==> src/rtl/fetcher.sv <==
// Instruction fetcher: keeps one memory read in flight, buffers returned words
// in an 8-entry circular queue, and dispatches them in fetch order whenever all
// downstream units report a free slot. A ROB misbranch flushes the queue and
// redirects fetch; a response that was already in flight is dropped.
module fetcher (
  input  logic        clk,
  input  logic        rst,
  input  logic        rdy,

  output logic        out_mem_ce,
  output logic [31:0] out_mem_pc,
  input  logic        in_mem_ce,
  input  logic [31:0] in_mem_inst,

  input  logic        in_rs_idle,
  input  logic        in_lsb_idle,
  input  logic        in_rob_idle,

  output logic        out_ce,
  output logic [31:0] out_inst,
  output logic [31:0] out_pc,

  input  logic        in_rob_misbranch,
  input  logic [31:0] in_rob_newpc
);

  localparam int unsigned DEPTH = 8;

  typedef enum logic [1:0] {
    S_IDLE,   // free to issue a request
    S_WAIT,   // request outstanding, response will be queued
    S_DROP    // request outstanding, response is stale and discarded
  } state_t;

  state_t      state;
  logic [31:0] fetch_pc;
  logic [2:0]  head;
  logic [2:0]  tail;
  logic [3:0]  count;

  logic [31:0] inst_q [DEPTH];
  logic [31:0] pc_q   [DEPTH];

  logic do_push;
  logic do_pop;
  logic do_req;

  // Per-cycle queue/request decisions; misbranch and a stalled pipeline veto all of them.
  always_comb begin
    // NOTE: every output of this block gets a default first, so no path leaves one unassigned and no latch is inferred.
    do_push = 1'b0;
    do_pop  = 1'b0;
    do_req  = 1'b0;
    if (rdy && !in_rob_misbranch) begin
      do_push = (state == S_WAIT) && in_mem_ce;
      do_pop  = (count != 4'd0) && in_rs_idle && in_lsb_idle && in_rob_idle;
      do_req  = (state == S_IDLE) && (count != 4'd8);
    end
  end

  // Queue storage: written at the tail when a live response is accepted.
  always_ff @(posedge clk) begin
    // NOTE: the entry array is deliberately not reset; head/tail/count decide which slots are valid, so stale contents are never read.
    if (!rst && do_push) begin
      inst_q[tail] <= in_mem_inst;
      pc_q[tail]   <= fetch_pc;
    end
  end

  // Control FSM, pointers, fetch PC and registered outputs.
  always_ff @(posedge clk) begin
    // NOTE: all sequential state uses non-blocking assignments so every register samples the pre-edge values of the others.
    if (rst) begin
      state      <= S_IDLE;
      fetch_pc   <= 32'd0;
      head       <= 3'd0;
      tail       <= 3'd0;
      count      <= 4'd0;
      out_ce     <= 1'b0;
      out_inst   <= 32'd0;
      out_pc     <= 32'd0;
      out_mem_ce <= 1'b0;
      out_mem_pc <= 32'd0;
    end else if (!rdy) begin
      // Frozen: strobes are forced low, everything else holds.
      out_ce     <= 1'b0;
      out_mem_ce <= 1'b0;
    end else if (in_rob_misbranch) begin
      // Flush and redirect; an in-flight request must still be absorbed.
      head       <= 3'd0;
      tail       <= 3'd0;
      count      <= 4'd0;
      fetch_pc   <= in_rob_newpc;
      out_ce     <= 1'b0;
      out_mem_ce <= 1'b0;
      case (state)
        S_WAIT, S_DROP: state <= in_mem_ce ? S_IDLE : S_DROP;
        default:        state <= S_IDLE;
      endcase
    end else begin
      out_mem_ce <= do_req;
      out_ce     <= do_pop;

      case (state)
        S_IDLE: begin
          if (do_req) begin
            out_mem_pc <= fetch_pc;
            state      <= S_WAIT;
          end
        end
        S_WAIT: begin
          if (in_mem_ce) begin
            fetch_pc <= fetch_pc + 32'd4;
            state    <= S_IDLE;
          end
        end
        S_DROP: begin
          if (in_mem_ce) state <= S_IDLE;
        end
        default: state <= S_IDLE;
      endcase

      if (do_pop) begin
        out_inst <= inst_q[head];
        out_pc   <= pc_q[head];
        head     <= head + 3'd1;
      end

      if (do_push) tail <= tail + 3'd1;

      case ({do_push, do_pop})
        2'b10:   count <= count + 4'd1;
        2'b01:   count <= count - 4'd1;
        default: count <= count;
      endcase
    end
  end

endmodule

==> config.mk <==
export PLATFORM = sky130hd
export DESIGN_NAME = fetcher
export DESIGN_NICKNAME = d
export VERILOG_FILES = /design/src/rtl/fetcher.sv
export SDC_FILE = /design/constraint.sdc
export NUM_CORES = 1
export LEC_CHECK = 0
export CAP_MARGIN = 0
export CORE_ASPECT_RATIO = 0.6
export CORE_MARGIN = 1.5
export CORE_UTILIZATION = 55
export DETAILED_ROUTE_END_ITERATION = 8
export GPL_TIMING_DRIVEN = 0
export PLACE_DENSITY_LB_ADDON = 0.2
export SLEW_MARGIN = 20
export SYNTH_ARGS = -nofsm -noshare
export SYNTH_HDL_FRONTEND = slang
export SYNTH_SLANG_ARGS = --single-unit
==> constraint.sdc <==
create_clock -name clk -period 11.85 [get_ports clk]
set_input_delay 2.37 -clock clk [delete_from_list [all_inputs] [get_ports clk]]
set_output_delay 2.37 -clock clk [all_outputs]
set_load 0.02 [all_outputs]
==> impl_summary.md <==
Yosys
The leading register cell type out of synthesis is sky130_fd_sc_hd__edfxtp_1. The fraction of registers with async set or reset after synthesis is 0. The synthesized design contains 654 register bits. The number of flops mapped to enable cells by yosys is 512. The most area-hungry cell type in the Yosys netlist is sky130_fd_sc_hd__edfxtp_1. The share of synthesized area in the top cell type comes to 0.6038.

A synthesized cell averages 17.28 um2. After synthesis, the most frequently instantiated cells are sky130_fd_sc_hd__edfxtp_1, sky130_fd_sc_hd__dfxtp_1, sky130_fd_sc_hd__mux4_2, sky130_fd_sc_hd__nor2_1, sky130_fd_sc_hd__nand2_1. Of the total synthesized cell area, the portion taken by AND, OR, NAND and NOR gates is 0.05818. Sorting the synthesized cells by area gives the leading types as sky130_fd_sc_hd__edfxtp_1, sky130_fd_sc_hd__mux4_2, sky130_fd_sc_hd__dfxtp_1. The fraction of synthesized cell area in xor and xnor cells is 0.0006879. The synthesized area is 25460 um2. The gate count after technology mapping is 1474.

The net count after synthesis is 1554. The combinational family with the most area after synthesis is multiplexers. The share of the Yosys chip area taken by registers is 0.7154. The netlist uses 62 different library cells. The share of cell area taken by muxes after synthesis is 0.1392.

The area fraction in compound gates after synthesis came to 0.06368. Of the total synthesized cell area, the portion taken by full adders, half adders and majority gates is 0.004226. By instance count, the leading cell after synthesis is sky130_fd_sc_hd__edfxtp_1.

The Yosys step of the flow raised 0 warnings.

Clocking
The TritonCTS buffer count is 56. The longest clock path from root to sink contains 3 buffers. The post-cts repair resize count is 0. For the worst-skew pair, the clock arrives at the later sink with an insertion delay of 600 ps. TritonCTS built the clock tree. The number of sinks on the clock net is 654. The H-tree depth is 2.

After clock tree synthesis, the clock-pin slew on the worst setup and hold paths is 60 ps. The number of hold buffers added after CTS was 0. The root buffer cell is sky130_fd_sc_hd__clkbuf_16. Buffers added to address setup during post-CTS repair amount to 0.

Critical path
The signal on the critical path passes through clkdlybuf4s50_1 > and4b_1 > clkbuf_1 > nand3b_1 > nor2_4 > buf_16 > buf_12 > buf_16. The required time reported for the critical path endpoint is 12150 ps. STA classifies the critical path startpoint as an input pin.

The buffering stage count on the worst path with inverters included is 5. The biggest fanout along the worst timing path is 18. At the worst endpoint, the arrival time is 5460 ps. On the worst path, the slowest cell contributes a delay of 690 ps. The worst setup path is captured at a flip-flop. The critical path start-end classification is in -> reg.

The slowest stage of the critical path belongs to the cell sky130_fd_sc_hd__nor2_4. Broken down by cell family, the worst path's largest delay share belongs to buffers and inverters. The cell type with the highest occurrence count on the critical path is sky130_fd_sc_hd__buf_16.

Route
The iteration count of the initial detailed-routing pass is 6. The via count of the routed design is 14640. Summed over all layers, the routed wires come to 61.13 mm. The count of nets left with antenna violations once routing finished came out at 0. The initial DRC count is 1736.

The vias per cell is 6.015. The total DRC errors in the routed layout is 0. In the final routed layout, each cell accounts on average for 25.12 um.

Timing
The final max-slew violation count is 0. The clock tree skew after final layout is 12.99 ps. The transition time at the pin with the least slew margin is 1162 ps. The final number of setup-violating endpoints is 0. The shortest clock period the worst path allows after layout is 5164 ps. The final count of hold timing violations is 0. The worst hold-check slack is 458.5 ps. Setup repair after global routing left no endpoint under its margin. Summed over all failing endpoints, the final setup total negative slack is 0 ps. The timing-limited maximum frequency is 0.1937 GHz. The share of the cycle needed by the critical path after routing is 0.4358. Headroom to the max-slew limit came out at 0.2252.

Place
The congestion estimate from routability-driven global placement came to 0.8862. The half-perimeter wire length of the detailed placement result is 41.77 mm. The number of input and output port buffers inserted is 169.

Global routing
The initial antenna violation count is 4. Entering global routing, the biggest net connects 21 pins. The global-route wire length before repair is 91.63 mm. The total global routing track utilization is 0.2618. Summed over all layers, the global routing overflow is 0. The via count of the first global-routing pass is 14640.

Hold path
The class of the most critical hold timing path is reg -> reg.

Cells and area
The area growth from synthesis to layout is 19.29%. Of the cells placed in the final design, the portion with a size suffix greater than 1 is 0.2104. For this run, the post-layout net count is 1843.

Power
Overall power consumption after layout is estimated at 4.377 mW. The maximum ir drop on the vdd rail is 0.09669 mV. Dividing total power by cell area gives a power density of 144.1 nW/um2. The leakage power is 9.509 nW.

Status
The run finished with clean final reports.

Job
The number of max-cap violations is 0.

Floorplan
The die is 169.7 um tall. The initialized floorplan defines 60 standard-cell rows. The floorplan step set the die width to 280.8 um.

The initial standard-cell utilization of the core is 0.5625. The count of boundary I/O pins is 170. The die covers 47640 um2. The core region is 45270 um2.
==> cells in the final DEF, fill, tap and decap left out, types with 8 or more instances in the layout <==
| cell type | netlist | final |
|---|---|---|
| sky130_fd_sc_hd__a211oi_1 | 11 | 11 |
| sky130_fd_sc_hd__a211oi_2 | 60 | 60 |
| sky130_fd_sc_hd__a21oi_1 | 54 | 54 |
| sky130_fd_sc_hd__and3_1 | 13 | 13 |
| sky130_fd_sc_hd__buf_2 | 28 | 41 |
| sky130_fd_sc_hd__buf_4 | 0 | 23 |
| sky130_fd_sc_hd__buf_6 | 8 | 25 |
| sky130_fd_sc_hd__clkbuf_1 | 57 | 73 |
| sky130_fd_sc_hd__clkbuf_16 | 0 | 58 |
| sky130_fd_sc_hd__clkdlybuf4s50_1 | 0 | 169 |
| sky130_fd_sc_hd__clkinv_1 | 0 | 14 |
| sky130_fd_sc_hd__clkinv_2 | 0 | 10 |
| sky130_fd_sc_hd__dfxtp_1 | 142 | 142 |
| sky130_fd_sc_hd__edfxtp_1 | 512 | 512 |
| sky130_fd_sc_hd__mux2i_1 | 66 | 66 |
| sky130_fd_sc_hd__mux4_2 | 128 | 128 |
| sky130_fd_sc_hd__nand2_1 | 106 | 106 |
| sky130_fd_sc_hd__nand2b_1 | 8 | 8 |
| sky130_fd_sc_hd__nand3_1 | 23 | 23 |
| sky130_fd_sc_hd__nor2_1 | 109 | 106 |
| sky130_fd_sc_hd__nor3_1 | 15 | 11 |
| sky130_fd_sc_hd__o21ai_0 | 18 | 18 |
==> path summary, 6_finish.rpt <==
| path | from | to | slack (ps) | cells after the start |
|---|---|---|---|---|
| worst max-delay path | rdy | inst_q[3][10] | 6690 | 8 |
| worst min-delay path | out_mem_pc[29] | out_mem_pc[29] | 460 | 2 |
| worst max register to register | state[1] | inst_q[3][10] | 8460 | 9 |
| worst min register to register | out_mem_pc[29] | out_mem_pc[29] | 460 | 2 |
==> cells by family after synthesis <==
group                    after synthesis
XOR/XNOR                               2
multiplexers                         194
adder cells (fa/ha/maj)                8
buffers and inverters                101
AND/OR/NAND/NOR                      317
flip-flops                           654
AO/OA/AOI/OAI                        198
==> worst register-to-register path, cell delays in order, from the launching register on <==
cell                       delay, ps
sky130_fd_sc_hd__dfxtp_1         310
sky130_fd_sc_hd__inv_1            80
sky130_fd_sc_hd__ha_1            160
sky130_fd_sc_hd__and4b_1         250
sky130_fd_sc_hd__clkbuf_1        500
sky130_fd_sc_hd__nand3b_1        430
sky130_fd_sc_hd__nor2_4          690
sky130_fd_sc_hd__buf_16          260
sky130_fd_sc_hd__buf_12          220
sky130_fd_sc_hd__buf_16          200
==> layer usage <==
metal | global-route usage | vias to the layer above | routed length, um
met5 | 0 | - | 0
met2 | 0.3996 | 647 | 28130
met3 | 0.05341 | 99 | 5256
li1 | - | 6423 | -
met4 | 0.05828 | 0 | 1110
met1 | 0.3930 | 7472 | 26640
==> area by class of cell <==
cell class	count	area, um2
Timing Repair Buffer	231	2338
Antenna cell	3	7.507
Clock buffer	76	1539
Fill cell	3033	14890
Clock inverter	30	201.4
Tap cell	620	775.7
Inverter	4	15.01
Buffer	97	460.4
Sequential cell	654	18220
Multi-Input combinational cell	719	6820
==> registers in the layout, summed over array words and instances (netlist names) <==
| name | flops |
|---|---|
| out_pc | 32 |
| tail | 3 |
| pc_q | 256 |
| out_inst | 32 |
| inst_q | 256 |
| fetch_pc | 32 |
| out_mem_ce | 1 |
| state | 2 |
| out_ce | 1 |
| head | 3 |
| out_mem_pc | 32 |
| count | 4 |
==> report_power, final <==
part | switching, mW | leakage [nW] | internal (mW)
combinational | 0.0698 | 2.85 | 0.0453
clock | 0.800 | 0.845 | 0.954
sequential | 0.0288 | 5.82 | 2.48
==> metrics by stage <==
step                utilization  setup WS, ps  instances  area, um2
finish                   0.6710          6686       2434      30380
global route             0.6709          6554       2432      30370
CTS                      0.6708          6750       2431      30370
detailed placement       0.6324          6134       2325      28630
global placement         0.6170         -4777       2263      27930
floorplan                     -          2367       1474      25460
Note: power is estimated with default switching activity, not from simulation.
